<file path="config.mk">
export PLATFORM = sky130hd
export DESIGN_NAME = uart_rx_cfg
export DESIGN_NICKNAME = d
export VERILOG_FILES = /design/src/rtl/uart_pkg.sv /design/src/rtl/uart_bit_timer.sv /design/src/rtl/uart_rx_cfg.sv
export SDC_FILE = /design/constraint.sdc
export NUM_CORES = 1
export LEC_CHECK = 0
export ABC_AREA = 1
export BUFFER_PORTS_ARGS = -buffer_cell sky130_fd_sc_hd__buf_4
export CORE_ASPECT_RATIO = 0.6
export CORE_MARGIN = 10
export CORE_UTILIZATION = 50
export DETAILED_ROUTE_END_ITERATION = 16
export PLACE_DENSITY = 0.71
export SLEW_MARGIN = 10
export SYNTH_ARGS = -nofsm -noshare
export SYNTH_HDL_FRONTEND = slang
export SYNTH_SLANG_ARGS = --single-unit
export TNS_END_PERCENT = 30
</file>
<file path="constraint.sdc">
create_clock -name clock -period 2.2 [get_ports clock]
set_input_delay 0.33 -clock clock [delete_from_list [all_inputs] [get_ports clock]]
set_output_delay 0.33 -clock clock [all_outputs]
set_load 0.005 [all_outputs]
</file>
<file path="src/rtl/uart_pkg.sv">
// Shared definitions for the configurable UART receiver: FSM encoding, parity
// modes and helpers for deriving bit timing.
package uart_pkg;

  typedef enum logic [2:0] {
    ST_IDLE      = 3'd0,
    ST_START     = 3'd1,
    ST_DATA      = 3'd2,
    ST_PARITY    = 3'd3,
    ST_STOP      = 3'd4,
    ST_CLEANUP   = 3'd5,
    ST_WAIT_HIGH = 3'd6
  } state_t;

  localparam int PARITY_NONE = 0;
  localparam int PARITY_ODD  = 1;
  localparam int PARITY_EVEN = 2;

  // Rounded to the nearest whole clock so the bit-period error stays below half a clock.
  function automatic int clks_per_bit(input longint clk_hz, input longint baud);
    return int'((clk_hz + baud / 2) / baud);
  endfunction

  function automatic int cnt_width(input int cpb);
    return (cpb <= 2) ? 1 : $clog2(cpb);
  endfunction

endpackage

</file>
<file path="src/rtl/uart_bit_timer.sv">
// Bit-period timer: one strobe at mid start bit, then one strobe per bit period
// so every later sample lands mid-bit. Holding clear restarts the sequence.
module uart_bit_timer
  import uart_pkg::*;
#(
  parameter int CLKS_PER_BIT = 16
) (
  input  logic clock,
  input  logic reset_n,
  input  logic clear,
  output logic half_tick,
  output logic full_tick
);

  localparam int W = cnt_width(CLKS_PER_BIT);
  localparam logic [W-1:0] HALF_MAX = W'((CLKS_PER_BIT - 1) / 2);
  localparam logic [W-1:0] FULL_MAX = W'(CLKS_PER_BIT - 1);

  logic [W-1:0] cnt_reg;
  logic         half_done_reg;

  always_ff @(posedge clock or negedge reset_n) begin
    if (!reset_n) begin
      cnt_reg       <= '0;
      half_done_reg <= 1'b0;
    end else if (clear) begin
      cnt_reg       <= '0;
      half_done_reg <= 1'b0;
    end else if (!half_done_reg) begin
      if (cnt_reg == HALF_MAX) begin
        cnt_reg       <= '0;
        half_done_reg <= 1'b1;
      end else begin
        cnt_reg <= cnt_reg + 1'b1;
      end
    end else if (cnt_reg == FULL_MAX) begin
      cnt_reg <= '0;
    end else begin
      cnt_reg <= cnt_reg + 1'b1;
    end
  end

  assign half_tick = !half_done_reg && (cnt_reg == HALF_MAX);
  assign full_tick = half_done_reg && (cnt_reg == FULL_MAX);

endmodule

</file>
<file path="src/rtl/uart_rx_cfg.sv">
// Configurable UART receiver: synchronised RX line, mid-bit sampling, optional
// parity, 1 or 2 stop bits, with parity/framing/break reporting.
module uart_rx_cfg
  import uart_pkg::*;
#(
  parameter int CLKS_PER_BIT = 10417,
  parameter int DATA_BITS    = 8,
  parameter int PARITY       = 0,
  parameter int STOP_BITS    = 1
) (
  input  logic                 clock,
  input  logic                 reset_n,
  input  logic                 uart_rx,
  output logic                 rx_dv,
  output logic [DATA_BITS-1:0] rx_data,
  output logic                 rx_parity_err,
  output logic                 rx_frame_err,
  output logic                 rx_break
);

  if (CLKS_PER_BIT < 4) begin : g_bad_cpb
    $error("uart_rx_cfg: CLKS_PER_BIT must be >= 4");
  end
  if (DATA_BITS < 5 || DATA_BITS > 9) begin : g_bad_data_bits
    $error("uart_rx_cfg: DATA_BITS must be 5..9");
  end
  if (PARITY != PARITY_NONE && PARITY != PARITY_ODD && PARITY != PARITY_EVEN) begin : g_bad_parity
    $error("uart_rx_cfg: PARITY must be 0, 1 or 2");
  end
  if (STOP_BITS != 1 && STOP_BITS != 2) begin : g_bad_stop_bits
    $error("uart_rx_cfg: STOP_BITS must be 1 or 2");
  end

  localparam logic       PAR_EN     = (PARITY != PARITY_NONE);
  localparam logic       PAR_EXPECT = (PARITY == PARITY_ODD);
  localparam logic [3:0] LAST_DATA  = 4'(DATA_BITS - 1);
  localparam logic [3:0] LAST_STOP  = 4'(STOP_BITS - 1);

  logic                 sync_meta_reg;
  logic                 rx_s;
  state_t               state_reg;
  logic [3:0]           bit_cnt_reg;
  logic [DATA_BITS-1:0] shift_reg;
  logic                 par_bit_reg;
  logic                 stop_err_reg;
  logic                 timer_clear;
  logic                 half_tick;
  logic                 full_tick;
  logic                 frame_bad;
  logic                 par_bad;
  logic                 break_now;

  always_ff @(posedge clock or negedge reset_n) begin
    if (!reset_n) begin
      sync_meta_reg <= 1'b1;
      rx_s          <= 1'b1;
    end else begin
      sync_meta_reg <= uart_rx;
      rx_s          <= sync_meta_reg;
    end
  end

  // Timer only runs while a frame is in progress, so it starts at zero on the start edge.
  assign timer_clear = (state_reg != ST_START) && (state_reg != ST_DATA) &&
                       (state_reg != ST_PARITY) && (state_reg != ST_STOP);

  uart_bit_timer #(
    .CLKS_PER_BIT(CLKS_PER_BIT)
  ) u_timer (
    .clock    (clock),
    .reset_n  (reset_n),
    .clear    (timer_clear),
    .half_tick(half_tick),
    .full_tick(full_tick)
  );

  // Evaluated at the final stop sample, folding in the bit being sampled right now.
  assign frame_bad = stop_err_reg | ~rx_s;
  assign par_bad   = PAR_EN && ((^shift_reg ^ par_bit_reg) != PAR_EXPECT);
  assign break_now = frame_bad && (shift_reg == '0) && !par_bit_reg;

  always_ff @(posedge clock or negedge reset_n) begin
    if (!reset_n) begin
      state_reg     <= ST_IDLE;
      bit_cnt_reg   <= '0;
      shift_reg     <= '0;
      par_bit_reg   <= 1'b0;
      stop_err_reg  <= 1'b0;
      rx_dv         <= 1'b0;
      rx_data       <= '0;
      rx_parity_err <= 1'b0;
      rx_frame_err  <= 1'b0;
      rx_break      <= 1'b0;
    end else begin
      rx_dv <= 1'b0;
      case (state_reg)
        ST_IDLE: begin
          bit_cnt_reg  <= '0;
          par_bit_reg  <= 1'b0;
          stop_err_reg <= 1'b0;
          if (!rx_s) state_reg <= ST_START;
        end
        ST_START: begin
          if (half_tick) state_reg <= rx_s ? ST_IDLE : ST_DATA;
        end
        ST_DATA: begin
          if (full_tick) begin
            shift_reg <= {rx_s, shift_reg[DATA_BITS-1:1]};
            if (bit_cnt_reg == LAST_DATA) begin
              bit_cnt_reg <= '0;
              state_reg   <= PAR_EN ? ST_PARITY : ST_STOP;
            end else begin
              bit_cnt_reg <= bit_cnt_reg + 1'b1;
            end
          end
        end
        ST_PARITY: begin
          if (full_tick) begin
            par_bit_reg <= rx_s;
            state_reg   <= ST_STOP;
          end
        end
        ST_STOP: begin
          if (full_tick) begin
            if (bit_cnt_reg == LAST_STOP) begin
              rx_dv         <= 1'b1;
              rx_data       <= shift_reg;
              rx_parity_err <= par_bad;
              rx_frame_err  <= frame_bad;
              rx_break      <= break_now;
              bit_cnt_reg   <= '0;
              state_reg     <= frame_bad ? ST_WAIT_HIGH : ST_CLEANUP;
            end else begin
              stop_err_reg <= frame_bad;
              bit_cnt_reg  <= bit_cnt_reg + 1'b1;
            end
          end
        end
        ST_CLEANUP: state_reg <= ST_IDLE;
        // A held-low line (break) must return high before another frame is accepted.
        ST_WAIT_HIGH: begin
          if (rx_s) state_reg <= ST_IDLE;
        end
        default: state_reg <= ST_IDLE;
      endcase
    end
  end

endmodule

</file>
# == Word-level counts from Yosys, hierarchy flattened ==
# Index checks and enable logic that the tools add are counted.
# classes
addsub,2
eq_ne,21
n_mux,31
n_bitwise,2
reduce_logical,21
# ops
operator,count
14-bit two-way mux,4
3-bit two-way mux,8
"2-bit != test, second input constant",9
3-bit case mux with 6 select lines,1
4-bit two-way mux,4
"14-bit by 1-bit adder with 14-bit output, second input constant",1
"14-bit by 13-bit == test with 1-bit output, second input constant",1
"14-bit == test, second input constant",1
4-bit case mux with 3 select lines,1
1-bit two-way mux,9
3-bit AND reduction,3
8-bit zero test,1
8-bit AND reduction,1
1-bit logical AND,7
"3-bit by 2-bit == test with 1-bit output, second input constant",2
"3-bit == test, second input constant",2
"3-bit by 2-bit != test with 1-bit output, second input constant",2
"4-bit by 1-bit adder with 4-bit output, second input constant",1
"4-bit by 3-bit == test with 1-bit output, second input constant",1
4-bit zero test,1
2-bit two-way mux,2
1-bit case mux with 2 select lines,2
2-bit AND reduction,2
2-bit nonzero test,2
8 further kinds,9
# totals
register_bits,45
input_bits,3
elab_cells,90

# == Longest topological paths before layout ==
# Gate-level depths: netlist (run 1).
# depth
word_depth,6
mapped_depth,12
ltp_nobuf,11

# == Hierarchy ==
# Synthesis (run 1) repeated with hierarchy kept, for this count alone.
# unflattened
cells_unflattened,296
hier_area_um2,2381.0
# by_module_without_submodules
module,instances,cells_each,area_per_inst_um2
uart_rx_cfg,1,176,1473.9
uart_bit_timer,1,120,907.1

# == Least setup slack after synthesis (run 1) ==
# No wires, ideal clock.
# synth_path
path_kind,reg-to-reg
from,register u_timer.cnt_reg[0]
to,register rx_data[6]
t_arrival_ns,1.425
required_ns,2.083
path_slack_ns,0.658
stages_incl_launch_ff,13
n_path_buf,1
cell_sequence,dfrtp_1 > inv_1 > ha_1 > inv_1 > nor2_1 > nand2_1 > nor2_4 > nand2_4 > nor2_8 > inv_4 > buf_6 > nand2_2 > o21ai_2
# synth_via
elab_chain_cells,3
# synth_rtl
element,line,rtl
"start, declared",uart_bit_timer.sv:19,logic [W-1:0] cnt_reg;
"start signal, assigned",uart_bit_timer.sv:34,cnt_reg <= cnt_reg + 1'b1;
"start signal, assigned",uart_bit_timer.sv:39,cnt_reg <= cnt_reg + 1'b1;
14-bit == test,uart_bit_timer.sv:44,assign full_tick = half_done_reg && (cnt_reg == FULL_MAX);
1-bit logical AND,uart_bit_timer.sv:44,
3-bit AND reduction (no line),-,
"end signal, assigned",uart_rx_cfg.sv:127,rx_data <= shift_reg;
"end, declared",uart_rx_cfg.sv:15,"output logic [DATA_BITS-1:0] rx_data,"
# Every way passes these cells.
# A chain may end at the register's enable or synchronous reset.

# == Worst setup path after layout (run 1) ==
# layout_path
from,register u_timer.cnt_reg[0]
to,register bit_cnt_reg[1]
# layout_via
elab_chain_cells,4
elab_cells_between_ends,5
cone_classes,eq/ne (3); reduce/logical (2)
# layout_rtl
element,line,rtl
14-bit == test *,uart_bit_timer.sv:44,
1-bit logical AND *,uart_bit_timer.sv:44,
2-bit != test (no line),-,
3-bit AND reduction (no line) *,-,
"end signal, assigned",uart_rx_cfg.sv:113,bit_cnt_reg <= bit_cnt_reg + 1'b1;
"end signal, assigned",uart_rx_cfg.sv:135,bit_cnt_reg <= bit_cnt_reg + 1'b1;
"end, declared",uart_rx_cfg.sv:42,logic [3:0] bit_cnt_reg;
# Mark *: on every way between the ends. The rest lies on a longest branch, timed or not.

==> flow_summary.toml, run 1 <==
[placement]
dp_hpwl_um = 3390
gp_congestion = 0.888
dp.cells = 353
portBuffers = 13

[timing]
fin_setup_tns_ns = 0
relSlewSlack_pct = 62.9
worst_slew_pin_slew_ns = 0.556
setup_viol = 0
final_hold_viol_count = 0
final.setup_skew_ns = 0.0162
fin_crit_sh_pct = 79.4
max_freq_mhz = 573
period_needed_ns = 1.75
slew_violations = 0
grt_setup_unrepaired = "false"

[synth]
yosys.area.top_type = "dfrtp_1"
synth_top_area_share_pct = 46.0
yosysSeqAreaShare_pct = 48.2
netlist_top_cells_area = "dfrtp_1 (46%), nand2_1 (11%), inv_1 (5.5%), nor2_1 (5.0%), nand3_1 (4.5%)"
synth_area_um2 = 2340
synth_cell_type_count = 31
ys_warn_count = 0
synth-seq-cells = 45
netlist_instances = 281
syn-num-nets = 288
syn_avg_cell_area_um2 = 8.33

[clocking]
clock_latency_ns = 0.30
clkSinkCount = 45
clkTransAtPathRegs_ns = 0.10
ctsRootBufferMaster = "clkbuf_8"
clock_path_buffers = 2
cts-htree-levels = 2
post_cts_buffers = 0
tritoncts = "done"
cts.hold.buffers_added = 0
cts_resized = 0
cts_buffers = 5

[setup_path]
critPathSlowestCell = "dfrtp_1"
crit_required_ns = 2.38
critical_path_class = "reg2reg"
cpMostUsedCell = "nand2_1"
endpoint_kind = "flop"
startpoint_type = "flop"
crit_fanout = 17
critical_path_arrival_ns = 1.93
slowest_delay_ns = 0.42
crit_chain = "inv_1 -> ha_1 -> inv_1 -> nor2_1 -> nand2_1 -> nor2_4 -> nand3_4 -> nand2_1 -> nand2_2 -> nand2_1 -> o21ai_1"

[global_routing]
grt_overflow_total = 0
grt_pass1_vias = 1630
antenna_found_initial = 0
grt_pass1_wl_um = 7990
grt_usage_pct = 12.4
grt_max_degree = 46

[layout]
nFillCells = 414
mostFrequentLayoutCells = "nand2_1 (71), dfrtp_1 (43), inv_1 (34)"
multi_input_area_um2 = 1030
final_layout_size_suffix_gt1_share_pct = 16.8
num-nets-final = 304
fin_cells = 361
synthToLayoutAreaGrowth_pct = 10.2
final_common_cell = "nand2_1"
largest_reg_flops = 14
num_antenna_cells = 0
seqCellArea_um2 = 1130

[floorplanning]
rows = 19
die_area_um2 = 7910
start_util_pct = 51.6
io_pins = 15
core-area_um2 = 4540
chipWidth_um = 108
die_h_um = 73

[routing]
antenna_left = 0
wl_met2_um = 1700
highest_layer = "met4"
drc_errors = 0
drtIter0Drc = 147
wl_met1_um = 2390
num_vias = 1809
wl_per_cell_um = 12.3
wirelength_um = 4430
wl_met3_um = 307
vias_per_cell = 5.01
dr.pass1.iters = 4

[pwr]
power.density_nw_per_um2 = 536
ir_drop_v = 0.000332
leakagePower_nw = 1.27

[flow_run]
cap_violations = 0

[run_status]
status = "finished, final reports clean"

[min_path]
hold_path_class = "in2async"
-- report_power, final --
group / switching (mW) / internal [mW]
clock: 0.302 / 0.230
combinational: 0.0176 / 0.00324
sequential: 0.00139 / 0.830
-- area by class of cell --
| cell class | count | share of cell area, % |
|---|---|---|
| sequential | 45 | 43.7 |
| tap | 63 | 3.06 |
| timing repair buffer | 14 | 4.07 |
| multi-input combinational | 195 | 40.1 |
| inverter | 36 | 5.43 |
| clock inverter | 3 | 0.970 |
| clock buffer | 5 | 2.67 |
-- final timing paths --
| path | slack (ns) | start | depth (start not counted) | end |
|---|---|---|---|---|
| max reg2reg | 0.45 | u_timer.cnt_reg[0]$_DFF_PN0_ | 11 | bit_cnt_reg[1]$_DFFE_PN0P_ |
| min reg2reg | 0.36 | sync_meta_reg$_DFF_PN1_ | 0 | rx_s$_DFF_PN1_ |
| max | 0.45 | u_timer.cnt_reg[0]$_DFF_PN0_ | 11 | bit_cnt_reg[1]$_DFFE_PN0P_ |
| max in group asynchronous | 1.80 | reset_n | 1 | rx_s$_DFF_PN1_ |
| min in group clock | 0.14 | uart_rx | 1 | sync_meta_reg$_DFF_PN1_ |
| min | 0.01 | reset_n | 1 | stop_err_reg$_DFFE_PN0P_ |
-- cells in the mapped netlist, drive strengths merged --
| cell type | number |
|---|---|
| nor2 | 39 |
| xnor2 | 2 |
| dfrtp | 43 |
| a31o | 1 |
| nand3 | 23 |
| a31oi | 1 |
| nand4 | 5 |
| buf | 5 |
| nor3 | 2 |
| dfstp | 2 |
| inv | 36 |
| conb | 1 |
| a21oi | 2 |
| nor3b | 1 |
| ha | 4 |
| nand2 | 76 |
| xor2 | 7 |
| o21ai | 29 |
| or2 | 1 |
| nor4 | 1 |
-- stage by stage --
stage          power (mW)  utilization (%)  hold WS (ns)  setup slack [ns]  area, um^2
2_1_floorplan       0.851                -        0.0344             0.658        2340
3_3_place_gp        0.870             54.8         0.346             0.516        2490
3_5_place_dp        0.870             54.8         0.348             0.478        2490
4_1_cts              1.40             56.8        0.0310             0.444        2580
5_1_grt              1.43             56.8        0.0560             0.245        2580
6_report             1.38             56.8        0.0137             0.453        2580
-- cells by family after synthesis --
group	synth area share (%)
xor gates and xnor gates	3.37
and+or+nand+nor	30.1
AOI/OAI and AO/OA	8.39
DFF	48.2
adders and majority gates	2.14
buffers and inverters	7.64
other	0.160
-- routing by layer --
metal	global-route usage (%)	vias up
li1	-	923
met1	19.6	829
met2	15.2	52
met3	3.88	5
met4	3.06	0
met5	0	-
-- worst max-delay path, delay by kind of cell, from the launching register on --
kind / cells / cell delay, ns
AO/OA/AOI/OAI: 1 / 0.06
adder cells (fa/ha/maj): 1 / 0.14
buffers and inverters: 2 / 0.12
flip-flops: 1 / 0.42
AND/OR/NAND/NOR: 7 / 0.89
(Power assumes the default switching activity.)
==> inputs of run 2 (changes only) <==
Settings changed: PLACE_DENSITY 0.71 to 0.73.
Clock period 2.2 ns to 1.45 ns, I/O delays scaled along.
==> flow_summary.toml, run 2 (synthesized netlist as in run 1, its figures left out) <==
[run_status]
status = "finished, violations left"
violations = "negative setup slack"

[floorplanning]
core-area_um2 = 4540
rows = 19
chipWidth_um = 108
start_util_pct = 51.6
io_pins = 15
die_h_um = 73
die_area_um2 = 7910

[global_routing]
grt_usage_pct = 13.4
grt_pass1_wl_um = 8710
grt_overflow_total = 0
grt_pass1_vias = 1871
antenna_found_initial = 0
busiest_layer = "met1"
met3_usage_pct = 3.35
use_met2_pct = 18.9
grt_max_degree = 46
met1_usage_pct = 19.7

[layout]
num_antenna_cells = 0
final_layout_size_suffix_gt1_share_pct = 34.3
final_common_cell = "nand2_1"
final_util_pct = 67.5
num-nets-final = 335
synthToLayoutAreaGrowth_pct = 30.8
mostFrequentLayoutCells = "nand2_1 (64), buf_4 (41), dfrtp_1 (40)"
largest_reg_flops = 14
nFillCells = 375

[routing]
drc_errors = 0
wl_per_cell_um = 12.9
num_vias = 1977
dr.pass1.iters = 4
antenna_left = 0
drtIter0Drc = 113
wirelength_um = 5050
vias_per_cell = 5.04

[placement]
gp_congestion = 0.934
portBuffers = 13
dp_hpwl_um = 3620

[min_path]
worstHoldStart = "uart_rx"
worstHoldEndpoint = "sync_meta_reg$_DFF_PN1_"
hold_path_class = "in2reg"
min_path_cells = 1

[clocking]
cts_buffers = 5
clkTransAtPathRegs_ns = 0.09
clock_path_buffers = 2
cts-htree-levels = 2
tritoncts = "done"
clock_latency_ns = 0.30
clkSinkCount = 45
ctsRootBufferMaster = "clkbuf_8"

[setup_path]
reg2reg_from = "u_timer.cnt_reg[0]$_DFF_PN0_"
startpoint_type = "flop"
crit_required_ns = 1.64
critical_path_arrival_ns = 1.77
endpoint_kind = "flop"
r2r_cells = 11
crit_fanout = 17
timing.rr.end = "rx_data[3]$_DFFE_PN0P_"
critical_path_class = "reg2reg"
r2r_setup_slack_ns = -0.12

[timing]
fin_ws_ns = -0.123
fin_crit_sh_pct = 108
final.setup_skew_ns = 0.0116
setup_viol = 37
period_needed_ns = 1.57
max_freq_mhz = 636
grt_setup_unrepaired = "true"
relSlewSlack_pct = 63.0
worst_slew_pin_slew_ns = 0.556
slew_violations = 0
final_hold_viol_count = 0

[flow_run]
cap_violations = 0

[pwr]
power.density_nw_per_um2 = 793
finalPower_mw = 2.43
leakagePower_nw = 1.48
ir_drop_v = 0.000615
[run 2: changes by cell type in the layout (fill, tap and decap cells not counted), moves of 4 or more]
cell	previous run	this run
nand3_2	0	5
nand2_1	71	64
o21ai_0	19	12
nand3_1	21	15
buf_4	14	41
nand2_4	2	6
nor2_1	31	22
nor2_4	3	9
o21ai_1	3	9
[run 2: area by class of cell]
type | count | area, um^2 | share of cell area, %
multi-input combinational | 195 | 1190 | 38.9
clock inverter | 3 | 68.8 | 2.25
inverter | 36 | 145 | 4.74
clock buffer | 5 | 68.8 | 2.25
sequential | 45 | 1130 | 37.0
tap | 63 | 78.8 | 2.57
timing repair buffer | 45 | 378 | 12.3
[run 2: what timing repair did]
item / in CTS / in global routing
setup buffers: 1 / 1
gates resized for setup: 16 / 36
pin swaps: 3 / 14
hold endpoints to repair: 43 / 0
hold buffers: 1 / 0
gates cloned: 0 / 1
endpoints found under the setup margin: 38 / 41
[run 2: routing by layer]
metal	vias up	routed length (um)
li1	979	-
met1	947	2630
met2	46	2160
met3	5	229
met4	0	31
met5	-	0
[run 2: how the worst max path moves through the flow]
stage / start / end / slack, ns / cells after the start
after floorplan: u_timer.cnt_reg[0]$_DFF_PN0_ / rx_data[6]$_DFFE_PN0P_ / -0.09 / 12
after CTS: u_timer.cnt_reg[0]$_DFF_PN0_ / rx_data[7]$_DFFE_PN0P_ / -0.09 / 11
final: u_timer.cnt_reg[0]$_DFF_PN0_ / rx_data[3]$_DFFE_PN0P_ / -0.12 / 11
after detailed placement: u_timer.cnt_reg[0]$_DFF_PN0_ / state_reg[0]$_DFFE_PN0P_ / -0.12 / 11
after global routing: u_timer.cnt_reg[0]$_DFF_PN0_ / rx_data[7]$_DFFE_PN0P_ / -0.21 / 11
after global placement: u_timer.cnt_reg[0]$_DFF_PN0_ / state_reg[0]$_DFFE_PN0P_ / -0.08 / 11
[run 2: worst max-delay path, cell delays in order (launching register included)]
cell and delay (ns):
dfrtp_1 0.39, inv_1 0.06, ha_2 0.16, inv_2 0.04, nor2_4 0.09, nand2_2 0.07
nor2_4 0.16, nand2_4 0.13, nor2_8 0.15, inv_8 0.08, nand2_1 0.08, o21ai_2 0.05
[run 2: power by group]
group	internal, mW	switching (mW)	leakage [nW]
clock	0.694	0.441	0.0687
sequential	1.26	0.00183	0.602
combinational	0.00668	0.0268	0.814
total	1.96	0.470	1.48
[run 2: per-stage QoR]
step | instances | cell area, um^2 | hold WS, ns | TNS, ns | worst slack (ns)
2_1_floorplan | 281 | 2350 | -0.0781 | -0.585 | -0.0874
3_3_place_gp | 380 | 2710 | 0.249 | -1.48 | -0.0827
3_5_place_dp | 380 | 2710 | 0.253 | -2.60 | -0.117
4_1_cts | 390 | 2920 | 0.0151 | -1.27 | -0.0879
5_1_grt | 392 | 3060 | 0.00660 | -5.93 | -0.214
6_report | 392 | 3060 | 0.0238 | -2.28 | -0.123
==> inputs of run 3 (changes only) <==
Settings changed: CELL_PAD_IN_SITES_DETAIL_PLACEMENT from default to 0, CELL_PAD_IN_SITES_GLOBAL_PLACEMENT from default to 1, CORE_UTILIZATION 50 to 41, PLACE_DENSITY 0.73 to 0.78.
==> flow_summary.toml, run 3 (synthesized netlist as in run 1, its figures left out) <==
[run_status]
status = "finished, violations left"
violations = "negative setup slack"

[timing]
final_hold_viol_count = 0
period_needed_ns = 1.53
relSlewSlack_pct = 61.4
slew_violations = 0
worst_slew_pin_slew_ns = 0.579
max_freq_mhz = 653
final.setup_skew_ns = 0.0131
fin_ws_ns = -0.0805
hold_ws_ns = 0.0274
grt_setup_unrepaired = "true"
setup_viol = 31
fin_crit_sh_pct = 106

[pwr]
seq_power_share_pct = 59.8
clkPwrFrac_pct = 38.6
pwr-share-comb_pct = 1.6
leakagePower_nw = 1.48
finalPower_mw = 2.11
p_sw_mw = 0.456
ir_drop_v = 0.000325
power.density_nw_per_um2 = 704
p_int_mw = 1.65
netSwitchingFraction_pct = 21.6

[min_path]
worstHoldStart = "uart_rx"
hold_path_class = "in2reg"
worstHoldEndpoint = "sync_meta_reg$_DFF_PN1_"
min_path_cells = 1

[layout]
nFillCells = 544
synthToLayoutAreaGrowth_pct = 28.0
largest_reg_flops = 14
final_layout_size_suffix_gt1_share_pct = 32.6
final_common_cell = "nand2_1"
num-nets-final = 340
num_antenna_cells = 0
mostFrequentLayoutCells = "nand2_1 (62), buf_4 (47), dfrtp_1 (41)"

[global_routing]
grt_usage_pct = 11.1
grt_max_degree = 46
grt_overflow_total = 0
grt_pass1_wl_um = 8520
grt_pass1_vias = 1766
antenna_found_initial = 0

[setup_path]
cpMostUsedCell = "nor2_4"
critical_path_arrival_ns = 1.75
critical_path_class = "reg2reg"
crit_buf_inv = 3
crit_start = "u_timer.cnt_reg[1]$_DFF_PN0_"
r2r_setup_slack_ns = -0.08
endpoint_kind = "flop"
reg2reg_from = "u_timer.cnt_reg[1]$_DFF_PN0_"
timing.rr.end = "par_bit_reg$_DFFE_PN0P_"
slowest_delay_ns = 0.39
crit_required_ns = 1.67
r2r_cells = 11
cp_top_family = "simple AND/OR/NAND/NOR gates"
crit_chain = "inv_1 -> ha_2 -> inv_2 -> nor2_4 -> nand2_2 -> nor2_4 -> nand2_4 -> buf_4 -> o21ai_2 -> nand2_1 -> o21ai_0"
critPathSlowestCell = "dfrtp_1"
startpoint_type = "flop"
crit_fanout = 4

[clocking]
ctsRootBufferMaster = "clkbuf_8"
cts_buffers = 5
clkTransAtPathRegs_ns = 0.09
clock_path_buffers = 2
tritoncts = "done"
clkSinkCount = 45
cts-htree-levels = 2
clock_latency_ns = 0.29

[routing]
wl_per_cell_um = 12.1
drc_errors = 0
num_vias = 1922
wirelength_um = 4990
vias_per_cell = 4.64
antenna_left = 0
drtIter0Drc = 115
dr.pass1.iters = 4

[placement]
place_ws_ns = -0.166
gp_congestion = 0.849
portBuffers = 13
dp_hpwl_um = 3770

[floorplanning]
core-area_um2 = 5540
die_area_um2 = 9230
rows = 21
io_pins = 15
start_util_pct = 42.2
die_h_um = 78.5
chipWidth_um = 118

[flow_run]
cap_violations = 0
## run 3: changes by cell type in the layout (fill, tap and decap cells not counted), sizes merged
cell,delta
inv,-1
clkinv,+2
bufinv,-2
buf,+6
## run 3: layout make-up
class                           count  area [um^2]  area share [%]
Clock inverter                      2         13.8           0.459
Sequential cell                    45         1130            37.7
Inverter                           36          145            4.84
Timing Repair Buffer               50          398            13.3
Multi-Input combinational cell    195         1130            37.6
Clock buffer                        6         82.6            2.76
Tap cell                           80          100            3.34
## run 3: worst max-delay path by stage
stage                            endpoint  slack [ns]  cells past startpoint
3_3_place_gp   bit_cnt_reg[1]$_DFFE_PN0P_       -0.09                     11
3_5_place_dp     state_reg[0]$_DFFE_PN0P_       -0.17                     11
6_report          par_bit_reg$_DFFE_PN0P_       -0.08                     11
5_1_grt              rx_break$_DFFE_PN0P_       -0.21                     10
4_1_cts          state_reg[0]$_DFFE_PN0P_        -0.1                     11
2_1_floorplan      rx_data[6]$_DFFE_PN0P_       -0.09                     12
## run 3: per-layer routing
layer / track usage (%) / up-vias / part of all wire (%)
met2: 14.5 / 41 / 39
met5: 0 / - / 0
met3: 3.43 / 2 / 6.1
li1: - / 988 / -
met4: 2.58 / 0 / 0.34
met1: 16.9 / 891 / 55
## run 3: worst register-to-register path: stages (launching register included)
cell and delay [ns]:
dfrtp_1 0.39, inv_1 0.06, ha_2 0.16, inv_2 0.05
nor2_4 0.09, nand2_2 0.07, nor2_4 0.14, nand2_4 0.12
buf_4 0.15, o21ai_2 0.12, nand2_1 0.06, o21ai_0 0.07
## run 3: power groups by stage
| stage | Sequential (mW) | Clock [mW] | Combinational (mW) |
|---|---|---|---|
| 5_1_grt | 1.26 | 0.912 | 0.0416 |
| 6_report | 1.26 | 0.813 | 0.0347 |
| 4_1_cts | 1.26 | 0.851 | 0.0373 |
| 3_5_place_dp | 1.29 | 0 | 0.0347 |
| 2_1_floorplan | 1.29 | 0 | 0.00563 |
| 3_3_place_gp | 1.29 | 0 | 0.0348 |
## run 3: repair_timing
item	CTS	global route
pin swaps	3	3
setup buffers	0	2
hold buffers	1	0
hold endpoints to repair	43	0
gates resized for setup	17	17
endpoints found under the setup margin	39	40
## run 3: stage by stage
step / TNS, ns / cells / area [um^2] / utilization, %
floorplan: -0.585 / 281 / 2350 / -
finish: -1.03 / 414 / 3000 / 54.1
global placement: -2.02 / 403 / 2780 / 50.1
CTS: -1.81 / 412 / 2940 / 53.0
global route: -4.87 / 414 / 3000 / 54.1
detailed placement: -3.21 / 403 / 2780 / 50.1
